===== src/rtl/dorow_job_ctrl_if.sv =====
// Host memory-mapped request/response bus for the DoRow job controller.
// The host drives the master side; the controller is the slave.
interface dorow_job_ctrl_if #(
    parameter int unsigned DATA_W = 32
);
    logic                valid;
    logic [3:0]          addr;
    logic [DATA_W/8-1:0] wstrb;
    logic [DATA_W-1:0]   wdata;
    logic                ready;
    logic [DATA_W-1:0]   rdata;

    modport master (output valid, addr, wstrb, wdata, input ready, rdata);
    modport slave (input valid, addr, wstrb, wdata, output ready, rdata);
endinterface


===== src/rtl/dorow_job_ctrl.sv =====
// Job sequencer for the four-lane DoRow mix datapath: holds delay amounts and job length,
// pulses run, admits LEN beats and tracks them through the fixed-latency pipeline.
module dorow_job_ctrl #(
    parameter int unsigned DATA_W  = 32,
    parameter int unsigned LATENCY = 3,
    parameter int unsigned LEN_W   = 16
) (
    input  logic              clk,
    input  logic              rst,
    dorow_job_ctrl_if.slave   bus,
    input  logic              s_valid,
    output logic              s_ready,
    output logic              m_valid,
    output logic              run,
    output logic [47:0]       amounts,
    output logic              done_irq
);

    typedef enum logic [1:0] {
        StIdle  = 2'd0,
        StArm   = 2'd1,
        StFeed  = 2'd2,
        StDrain = 2'd3
    } state_e;

    state_e             state_q, state_d;
    logic               run_q, run_d;
    logic               s_ready_q, s_ready_d;
    logic               done_irq_q, done_irq_d;
    logic               done_q, done_d;
    logic [LEN_W-1:0]   len_q, len_d;
    logic [LEN_W-1:0]   cnt_q, cnt_d;
    logic [LEN_W-1:0]   outcnt_q, outcnt_d;
    logic [47:0]        amt_q, amt_d;
    logic [LATENCY-1:0] sr_q, sr_d;
    logic               ready_q, ready_d;
    logic [DATA_W-1:0]  rdata_q, rdata_d;

    logic              wr, busy, start, abort, accept;
    logic [DATA_W-1:0] rd;
    logic              unused_wdata;

    assign unused_wdata = ^bus.wdata;

    assign wr     = bus.valid && (|bus.wstrb);
    assign busy   = (state_q != StIdle);
    assign abort  = wr && (bus.addr == 4'd0) && bus.wdata[1];
    assign start  = wr && (bus.addr == 4'd0) && bus.wdata[0] && !bus.wdata[1];
    assign accept = s_valid && s_ready_q;

    always_comb begin
        rd = '0;
        case (bus.addr)
            4'd1: rd[3:0] = {state_q, done_q, busy};
            4'd2: rd[LEN_W-1:0] = len_q;
            4'd3: for (int k = 0; k < 4; k++) rd[8*k +: 6] = amt_q[6*k +: 6];
            4'd4: for (int k = 0; k < 4; k++) rd[8*k +: 6] = amt_q[24 + 6*k +: 6];
            4'd5: rd[LEN_W-1:0] = outcnt_q;
            default: rd = '0;
        endcase
    end

    always_comb begin
        state_d    = state_q;
        run_d      = 1'b0;
        s_ready_d  = s_ready_q;
        done_irq_d = 1'b0;
        done_d     = done_q;
        len_d      = len_q;
        cnt_d      = cnt_q;
        outcnt_d   = outcnt_q;
        amt_d      = amt_q;
        sr_d       = sr_q << 1;
        sr_d[0]    = accept;
        ready_d    = bus.valid;
        rdata_d    = (bus.valid && !wr) ? rd : '0;

        if (m_valid && (outcnt_q != '1)) begin
            outcnt_d = outcnt_q + LEN_W'(1);
        end

        // Configuration is frozen while a job is in flight.
        if (wr && !busy) begin
            case (bus.addr)
                4'd2: len_d = bus.wdata[LEN_W-1:0];
                4'd3: for (int k = 0; k < 4; k++) amt_d[6*k +: 6] = bus.wdata[8*k +: 6];
                4'd4: for (int k = 0; k < 4; k++) amt_d[24 + 6*k +: 6] = bus.wdata[8*k +: 6];
                default: ;
            endcase
        end

        case (state_q)
            StIdle: begin
                if (start) begin
                    if (len_q != '0) begin
                        done_d   = 1'b0;
                        outcnt_d = '0;
                        cnt_d    = len_q;
                        run_d    = 1'b1;
                        state_d  = StArm;
                    end else begin
                        done_d     = 1'b1;
                        done_irq_d = 1'b1;
                    end
                end
            end
            StArm: begin
                state_d   = StFeed;
                s_ready_d = 1'b1;
            end
            StFeed: begin
                if (accept) begin
                    cnt_d = cnt_q - LEN_W'(1);
                    if (cnt_q == LEN_W'(1)) begin
                        state_d   = StDrain;
                        s_ready_d = 1'b0;
                    end
                end
            end
            StDrain: begin
                // Finish on the edge that shifts the final tracked beat out.
                if (sr_d == '0) begin
                    state_d    = StIdle;
                    done_d     = 1'b1;
                    done_irq_d = 1'b1;
                end
            end
            default: state_d = StIdle;
        endcase

        if (abort) begin
            state_d    = StIdle;
            run_d      = 1'b0;
            s_ready_d  = 1'b0;
            done_irq_d = 1'b0;
            done_d     = done_q;
            sr_d       = '0;
        end
    end

    always_ff @(posedge clk) begin
        if (rst) begin
            state_q    <= StIdle;
            run_q      <= 1'b0;
            s_ready_q  <= 1'b0;
            done_irq_q <= 1'b0;
            done_q     <= 1'b0;
            len_q      <= '0;
            cnt_q      <= '0;
            outcnt_q   <= '0;
            amt_q      <= '0;
            sr_q       <= '0;
            ready_q    <= 1'b0;
            rdata_q    <= '0;
        end else begin
            state_q    <= state_d;
            run_q      <= run_d;
            s_ready_q  <= s_ready_d;
            done_irq_q <= done_irq_d;
            done_q     <= done_d;
            len_q      <= len_d;
            cnt_q      <= cnt_d;
            outcnt_q   <= outcnt_d;
            amt_q      <= amt_d;
            sr_q       <= sr_d;
            ready_q    <= ready_d;
            rdata_q    <= rdata_d;
        end
    end

    assign bus.ready = ready_q;
    assign bus.rdata = rdata_q;
    assign s_ready   = s_ready_q;
    assign m_valid   = sr_q[LATENCY-1];
    assign run       = run_q;
    assign amounts   = amt_q;
    assign done_irq  = done_irq_q;

endmodule


===== src/flat_wrapper.sv =====
// flat-port wrapper written by rule: the top's interface ports become plain ports
module dorow_job_ctrl_flat 
#(
    parameter int unsigned DATA_W  = 32,
    parameter int unsigned LATENCY = 3,
    parameter int unsigned LEN_W   = 16
)
  (clk, rst, s_valid, s_ready, m_valid, run, amounts, done_irq, bus_valid, bus_addr, bus_wstrb, bus_wdata, bus_ready, bus_rdata);
  dorow_job_ctrl_if #(.DATA_W(DATA_W)) bus_i ();
  input  logic clk;
  input  logic rst;
  input  logic s_valid;
  output logic s_ready;
  output logic m_valid;
  output logic run;
  output logic [47:0] amounts;
  output logic done_irq;
  input wire logic [$bits(bus_i.valid)-1:0] bus_valid;
  input wire logic [$bits(bus_i.addr)-1:0] bus_addr;
  input wire logic [$bits(bus_i.wstrb)-1:0] bus_wstrb;
  input wire logic [$bits(bus_i.wdata)-1:0] bus_wdata;
  output wire logic [$bits(bus_i.ready)-1:0] bus_ready;
  output wire logic [$bits(bus_i.rdata)-1:0] bus_rdata;
  assign bus_i.valid = bus_valid;
  assign bus_i.addr = bus_addr;
  assign bus_i.wstrb = bus_wstrb;
  assign bus_i.wdata = bus_wdata;
  assign bus_ready = bus_i.ready;
  assign bus_rdata = bus_i.rdata;
  dorow_job_ctrl #(.DATA_W(DATA_W), .LATENCY(LATENCY), .LEN_W(LEN_W)) u_core (.clk(clk), .rst(rst), .bus(bus_i), .s_valid(s_valid), .s_ready(s_ready), .m_valid(m_valid), .run(run), .amounts(amounts), .done_irq(done_irq));
endmodule

===== config.mk =====
export PLATFORM = sky130hd
export DESIGN_NAME = dorow_job_ctrl_flat
export DESIGN_NICKNAME = d
export VERILOG_FILES = /design/src/rtl/dorow_job_ctrl_if.sv /design/src/rtl/dorow_job_ctrl.sv /design/src/flat_wrapper.sv
export SDC_FILE = /design/constraint.sdc
export NUM_CORES = 1
export LEC_CHECK = 0
export CORE_ASPECT_RATIO = 0.8
export CORE_MARGIN = 5
export CORE_UTILIZATION = 50
export CTS_CLUSTER_DIAMETER = 50
export DETAILED_ROUTE_END_ITERATION = 7
export HOLD_SLACK_MARGIN = 0.02
export PLACE_DENSITY = 0.78
export REMOVE_ABC_BUFFERS = 1
export SYNTH_ARGS = -nofsm -noshare
export SYNTH_HDL_FRONTEND = slang
export SYNTH_SLANG_ARGS = --single-unit

===== constraint.sdc =====
create_clock -name clk -period 3 [get_ports clk]
set_clock_uncertainty 0.05 [all_clocks]
set_input_delay 0.75 -clock clk [delete_from_list [all_inputs] [get_ports clk]]
set_output_delay 0.75 -clock clk [all_outputs]
set_load 0.05 [all_outputs]

# Word-level counts from Yosys, hierarchy flattened
# Index checks and enable logic that the tools add are counted.
# W data, S select, Z words.
[totals]
elab_cells = 98
ff_bits = 138
input_bits = 44
out_inout_bits = 85
[classes]
reduce_logical = 31
mux = 32
n_bitwise = 4
n_eq_ne = 15
add_sub_neg = 2
[op_table]
columns = ["cell", "n"]
rows = [
  ["$mux W16", 7],
  ["$pmux W16 S2", 1],
  ["$pmux W6 S2", 2],
  ["$pmux W6 S4", 1],
  ["$pmux W4 S5", 1],
  ["$add A16 B1 Y16 const B", 1],
  ["$eq A16 B1 Y1 const B", 1],
  ["$ne A16 B16 Y1 const B", 1],
  ["$pmux W2 S4", 2],
  ["$reduce_bool A16 Y1", 1],
  ["$sub A16 B1 Y16 const B", 1],
  ["$mux W2", 5],
  ["$ne A2 B1 Y1 const B", 5],
  ["$logic_and A1 B1 Y1", 9],
  ["$eq A4 B2 Y1 const B", 2],
  ["$eq A4 B3 Y1 const B", 2],
  ["$mux W1", 8],
  ["$pmux W2 S2", 2],
  ["$reduce_and A4 Y1", 2],
  ["$reduce_bool A2 Y1", 4],
  ["$reduce_or A4 Y1", 2],
  ["$pmux W1 S2", 3],
  ["$reduce_and A2 Y1", 3],
  ["$reduce_and A5 Y1", 1],
  ["10 further kinds", 17],
]

# Depth between registers and ports, before layout
# Gate-level depths: netlist of the first run.
[logic_depth]
depth_word = 7
depth_mapped = 9
depth_no_buf = 7

# Worst setup path before layout of the first run
# OpenSTA, ideal clock, no wires.
[synth_timing]
kind = "input-to-reg"
from = "input bus_wstrb[1]"
to = "register u_core.len_q[0]"
setup_time_ps = 128
stages = 8
path_buffers = 3
required_ps = 2822
setup_slack_ps = 551
arrival_time_ps = 2271
path_cell_list = "or4_1 > and3_1 > clkbuf_1 > and2_1 > buf_2 > buf_6 > mux2i_1 > nor2_1"
[synth_via]
elab_chain_len = 4
[synth_rtl]
columns = ["item", "line", "source"]
rows = [
  ["start: declaration", "flat_wrapper.sv:20", "input wire logic [$bits(bus_i.wstrb)-1:0] bus_wstrb;"],
  ["$reduce_or A4 Y1", "dorow_job_ctrl.sv:45", "assign wr = bus.valid && (|bus.wstrb);"],
  ["$logic_and A1 B1 Y1", "dorow_job_ctrl.sv:45", ""],
  ["$logic_and A1 B1 Y1", "dorow_job_ctrl.sv:83", "if (wr && !busy) begin"],
  ["$reduce_and A2 Y1 (no line)", "n/a", ""],
  ["end signal: assignment", "dorow_job_ctrl.sv:161", "len_q <= len_d;"],
  ["end: declaration", "dorow_job_ctrl.sv:31", "logic [LEN_W-1:0] len_q, len_d;"],
]
# No other way between the ends.
# A chain may end at the register's enable or synchronous reset.

# Final worst setup path of the first run
[layout_timing]
from = "register u_core.sr_q[2]"
to = "output m_valid"
[layout_lines]
columns = ["item", "line", "source"]
rows = [
  ["start: declaration", "dorow_job_ctrl.sv:35", "logic [LATENCY-1:0] sr_q, sr_d;"],
  ["start signal: assignment", "dorow_job_ctrl.sv:165", "sr_q <= sr_d;"],
  ["end: declaration", "flat_wrapper.sv:14", "output logic m_valid;"],
]
# No word-level cell between the ends.

==> flow_summary.toml, run 1 <==
[synth]
synth.area.top_cells = "dfxtp_1 46%, nand2_1 8.1%, a21oi_1 7.1%, nor2_1 4.0%, mux2i_1 3.3%"
synth_top_area_share_pct = 46.2
synth_warnings = 0
yosysUniqueCellTypes = 63
yosysSeqAreaShare_pct = 46.2
synth-seq-cells = 134
avgSynthCellArea_um2 = 8.51
synth_edf_count = 0
yosysMostFrequentCell = "dfxtp_1"
postSynthCellCount = 682
async_flop_share_pct = 0
netlist_area_um2 = 5810
yosys.area.top_type = "dfxtp_1"
synth_commonest_cells = "134 x dfxtp_1, 126 x nand2_1, 82 x a21oi_1, 62 x nor2_1, 34 x clkbuf_1"
synth_flop_cell = "dfxtp_1"

[cts]
clockRootBuffer = "clkbuf_16"
ctsHoldBuffers = 0
cts_inserted_buffers = 17
cts_resized = 0
cts_sinks = 134
cts_tree = "yes"
clockBufferDepth = 2
htree_levels = 4
clock_latency_ns = 0.42
clkTransAtPathRegs_ns = 0.06
post_cts_buffers = 0

[critical_path]
crit_path_start_kind = "flip-flop"
cp.arrival_ns = 1.82
end_kind = "output port"
path_buf_inv = 1
cp.required_ns = 2.20
critPathTopFamily = "buffers and inverters"
path_cells = "clkdlybuf4s50_1"
cp_slowest_cell = "clkdlybuf4s50_1"
path_class = "reg -> out"
max_stage_delay_ns = 0.88
path_max_fanout = 8

[placement]
place_area_um2 = 7320
place_congestion = 0.952
hpwl_mm = 12.9
io_buffers = 120

[timing]
fmax_ghz = 0.382
slew-limit-headroom_pct = 64.1
fin_tns_setup_ns = 0
fin_crit_ns = 2.62
fin_crit_sh_pct = 87.3
setup_viol = 0
tightest_slew_ns = 0.535
grt_setup_unrepaired = "false"
finalHoldViolCount = 0
maxSlewViolCount = 0

[drt]
route.detailed.drc = 0
wl_mm = 18.7
wl_met1_mm = 7.71
detail_route.wl_per_cell_um = 19.2
wl_met3_mm = 1.85
ant_nets = 0
highest_layer = "met4"
vias = 5823
dr.pass1.iters = 6
wl_met2_mm = 8.69
routed_via_density = 6.00
dr.first_iter.drc_count = 741

[cells_and_area]
final_core_util_pct = 69.0
fin_area_um2 = 7890
area_growth_syn_to_layout_pct = 35.8
diodes = 0
layout-drive-gt1-share_pct = 9.48
fill_cells = 879
nNetsFinal = 860

[floorplanning]
start_util_pct = 50.8
coreArea_um2 = 11400
die_h_um = 106
die_x_um = 130
die_area_um2 = 13900
io_pins = 129
rows = 35

[power_and_ir_drop]
powerDensity_nw_per_um2 = 519
ir_worst_vdd_mv = 0.362
p_leak_nw = 2.70

[global_route]
grt_pass1_vias = 5681
grtUsageTotal_pct = 27.0
antenna_found_initial = 0
gr-total-overflow = 0
grt_pass1_wl_mm = 29.7
grt_max_degree = 52

[status]
outcome = "completed"

[hold_path]
hold_path.class = "reg -> reg"

[flow_run]
maxCapViolations = 0
## registers in the layout, indices dropped and copies added, names as in the netlist
register          cells
u_core.cnt_q         16
u_core.sr_q           3
u_core.s_ready        1
u_core.amounts       48
u_core.done_q         1
u_core.outcnt_q      16
u_core.state_q        2
u_core.len_q         16
u_core.done_irq       1
u_core.run            1
u_core.bus.rdata     28
u_core.bus.ready      1
## layout make-up
type / instances / area, µm² / area share, %
timing repair buffer: 152 / 1510 / 19.2
clock inverter: 14 / 128 / 1.62
multi-input combinational: 486 / 2870 / 36.4
clock buffer: 18 / 439 / 5.57
tap: 148 / 185 / 2.35
sequential: 134 / 2680 / 34.0
inverter: 19 / 71.3 / 0.904
## per-layer routing
layer / GRT usage (%) / vias up
met5: 0 / -
met4: 10.2 / 0
met3: 6.63 / 46
met2: 41.4 / 349
met1: 36.7 / 2755
li1: - / 2673
## path summary, 6_finish.rpt
path / cells after the start / slack [ns] / endpoint / start
setup / recovery: 1 / 0.38 / m_valid / u_core.sr_q[2]
hold reg to reg: 1 / 0.41 / u_core.sr_q[1] / u_core.sr_q[0]
setup reg to reg: 8 / 0.76 / u_core.cnt_q[10] / u_core.cnt_q[1]
hold / removal: 1 / 0.41 / u_core.sr_q[1] / u_core.sr_q[0]
## metrics by stage
| step | worst slack, ns | power, mW | std cells | hold slack (ns) |
|---|---|---|---|---|
| global placement | 0.127 | 2.13 | 939 | 0.385 |
| finish | 0.381 | 4.10 | 971 | 0.406 |
| floorplan | -1.00 | 1.98 | 639 | 0.381 |
| CTS | 0.367 | 4.10 | 971 | 0.409 |
| detailed placement | 0.0401 | 2.14 | 939 | 0.395 |
| global route | 0.304 | 4.22 | 971 | 0.447 |
## kinds of logic (layout without fill, tap and decap cells)
logic type	Yosys count	after routing	synth area share, %
compound gates	167	167	19.4
xor+xnor	15	15	2.26
fa+ha+maj	6	6	1.29
buf+inv	65	203	4.85
flops	134	134	46.2
mux	19	19	3.28
other cells	1	4	0.0646
simple gates	275	275	22.6
## cells in the final DEF, fill, tap and decap left out, drive strengths merged, types with 7 or more instances in the layout
master,Yosys,routed
inv,19,22
and3,11,11
nand4,10,10
clkinvlp,0,7
nor2,62,62
nor3,8,8
clkbuf,34,18
clkdlybuf4s50,0,119
and2,9,9
a22oi,21,21
mux2i,19,19
nand3,8,8
a31oi,7,7
dfxtp,134,134
nand2,126,126
o32ai,10,10
nor4,9,9
a222oi,12,12
xor2,9,9
o211ai,7,7
buf,12,33
a21oi,82,82
## power by group
| group | internal (mW) | leakage [nW] | switching (mW) | total (mW) |
|---|---|---|---|---|
| Clock | 1.16 | 0.257 | 0.821 | 1.99 |
| Sequential | 1.79 | 1.08 | 0.0154 | 1.81 |
| Combinational | 0.117 | 1.37 | 0.182 | 0.299 |
(Power assumes the default switching activity.)
==> run 2, diff against run 1 <==
--- a/config.mk
+++ b/config.mk
@@ -7,11 +7,11 @@
 export LEC_CHECK = 0
 export CORE_ASPECT_RATIO = 0.8
 export CORE_MARGIN = 5
-export CORE_UTILIZATION = 50
+export CORE_UTILIZATION = 46
 export CTS_CLUSTER_DIAMETER = 50
 export DETAILED_ROUTE_END_ITERATION = 7
 export HOLD_SLACK_MARGIN = 0.02
-export PLACE_DENSITY = 0.78
+export PLACE_DENSITY = 0.76
 export REMOVE_ABC_BUFFERS = 1
 export SYNTH_ARGS = -nofsm -noshare
 export SYNTH_HDL_FRONTEND = slang
==> constraint.sdc (replaced) <==
create_clock -name clk -period 2.1 [get_ports clk]
set_clock_uncertainty 0.05 [all_clocks]
set_input_delay 0.525 -clock clk [delete_from_list [all_inputs] [get_ports clk]]
set_output_delay 0.525 -clock clk [all_outputs]
set_load 0.05 [all_outputs]
==> run 2 against run 1 <==
Net effect:
- total power up 50%
- sequential power up 43%
- cell count up 7.5%
- clock power up 54%
- non-clock buffer count up 50
- via count up 4.7%
- core utilization down 1.4 points
- design area up 5.0%
- wire length up 6.7%
- critical path type is now reg -> reg
==> flow_summary.toml, run 2 (synthesis gave the netlist of run 1 again) <==
[floorplanning]
coreArea_um2 = 12300
rows = 36
start_util_pct = 47.4
die_area_um2 = 15000
io_pins = 129
die_x_um = 136
die_h_um = 110

[drt]
dr.first_iter.drc_count = 703
wl_mm = 19.9
dr.pass1.iters = 6
routed_via_density = 5.84
detail_route.wl_per_cell_um = 19.1
vias = 6099
ant_nets = 0
route.detailed.drc = 0

[cts]
clockBufferDepth = 2
cts_inserted_buffers = 17
cts_sinks = 134
clockRootBuffer = "clkbuf_16"
ctsHoldBuffers = 0
clkTransAtPathRegs_ns = 0.06
htree_levels = 4
clock_latency_ns = 0.42
cts_tree = "yes"

[global_route]
grt_pass1_vias = 6012
grt_max_degree = 56
antenna_found_initial = 0
grt_pass1_wl_mm = 31.3
gr-total-overflow = 0
grtUsageTotal_pct = 26.0

[critical_path]
path_max_fanout = 12
reg2reg_to = "u_core.amounts[1]"
cp-startpoint = "u_core.state_q[0]"
r2r_start = "u_core.state_q[0]"
cp.required_ns = 2.39
reg2reg_slack_ns = 0.06
reg2reg_depth = 10
end_kind = "flip-flop"
endpoint = "u_core.amounts[1]"
cp.arrival_ns = 2.33
path_class = "reg -> reg"
crit_path_start_kind = "flip-flop"

[status]
outcome = "completed"

[timing]
maxSlewViolCount = 0
fin_crit_ns = 2.04
finalHoldViolCount = 0
setup_viol = 0
fmax_ghz = 0.489
slew-limit-headroom_pct = 59.5
tightest_slew_ns = 0.607
fin_crit_sh_pct = 97.3
fin_tns_setup_ns = 0

[cells_and_area]
area_growth_syn_to_layout_pct = 42.6
final_common_cell = "dfxtp_1"
largest_register_ffs = 48
nNetsFinal = 910
layout_common_cells = "133 x dfxtp_1, 130 x buf_4, 125 x nand2_1, 82 x a21oi_1, 62 x nor2_1"
diodes = 0
layout-drive-gt1-share_pct = 22.8
final_core_util_pct = 67.6

[power_and_ir_drop]
p_leak_nw = 3.30
powerDensity_nw_per_um2 = 740
p_total_mw = 6.13
ir_worst_vdd_mv = 0.518

[placement]
hpwl_mm = 13.8
place_congestion = 0.917
io_buffers = 120

[flow_run]
maxCapViolations = 0

[hold_path]
hold_path.class = "reg -> reg"
## run 2: cell types whose count changed in the layout (fill, tap and decap cells not counted), sizes merged
cell,change
buf,+107
bufinv,+2
dlygate4sd2,+28
clkdlybuf4s50,-89
clkinvlp,-5
clkinv,+3
dlymetal6s2s,+3
clkbuf,+1
## run 2: layout make-up
type,count,area [µm²]
clock buffers,18,429
clock inverters,14,176
fillers,967,3970
inverters,19,73.8
multi-input cells,486,2930
flip-flops and latches,134,2680
well taps,171,214
repair buffers,202,1770
## run 2: worst min path at each step
stage,startpoint,end,depth (start not counted)
floorplan,u_core.sr_q[1],u_core.sr_q[2],1
global route,u_core.amounts[12],u_core.amounts[12],2
detailed placement,u_core.sr_q[1],u_core.sr_q[2],1
global placement,u_core.sr_q[0],u_core.sr_q[1],1
CTS,u_core.amounts[21],u_core.amounts[21],2
finish,u_core.amounts[21],u_core.amounts[21],2
## run 2: power breakdown
part           switching (mW)  total [mW]  internal (mW)  leakage [nW]
registers              0.0202        2.58           2.56          1.08
clock network            1.18        3.06           1.88         0.291
logic                   0.281       0.482          0.201          1.93
total                    1.48        6.13           4.64          3.30
## run 2: worst max-delay path, stage by stage, from the launching register on
cell and delay (ns):
dfxtp_1 0.44, inv_1 0.10, ha_1 0.22, buf_4 0.16, and3_4 0.17, buf_4 0.15, buf_4 0.13, nand2_2 0.12
clkbuf_16 0.20, nand2_1 0.06, a21oi_1 0.16
## run 2: metrics by stage
| stage | instances | hold WS (ns) | worst slack, ns | instance area, µm² |
|---|---|---|---|---|
| after floorplan | 639 | 0.381 | -1.68 | 5610 |
| after detailed placement | 1006 | 0.405 | -0.567 | 7540 |
| after global routing | 1044 | 0.444 | -0.0129 | 8280 |
| after CTS | 1042 | 0.426 | 0.00131 | 8180 |
| final | 1044 | 0.424 | 0.0567 | 8280 |
| after global placement | 1006 | 0.392 | -0.515 | 7540 |
## run 2: timing repair
| action | CTS | global route |
|---|---|---|
| buffers inserted | 4 | 1 |
| pin swaps | 8 | 3 |
| resized for setup | 32 | 17 |
| endpoints found under the hold margin | 0 | 0 |
| endpoints found under the setup margin | 100 | 29 |
| gates cloned | 0 | 1 |
## run 2: metal layers
metal | wire, µm | track usage (%) | up-vias
li1 | - | - | 2777
met1 | 8060 | 32.9 | 2896
met2 | 9250 | 41.5 | 372
met3 | 1970 | 7.45 | 54
met4 | 622 | 10.5 | 0
met5 | 0 | 0 | -
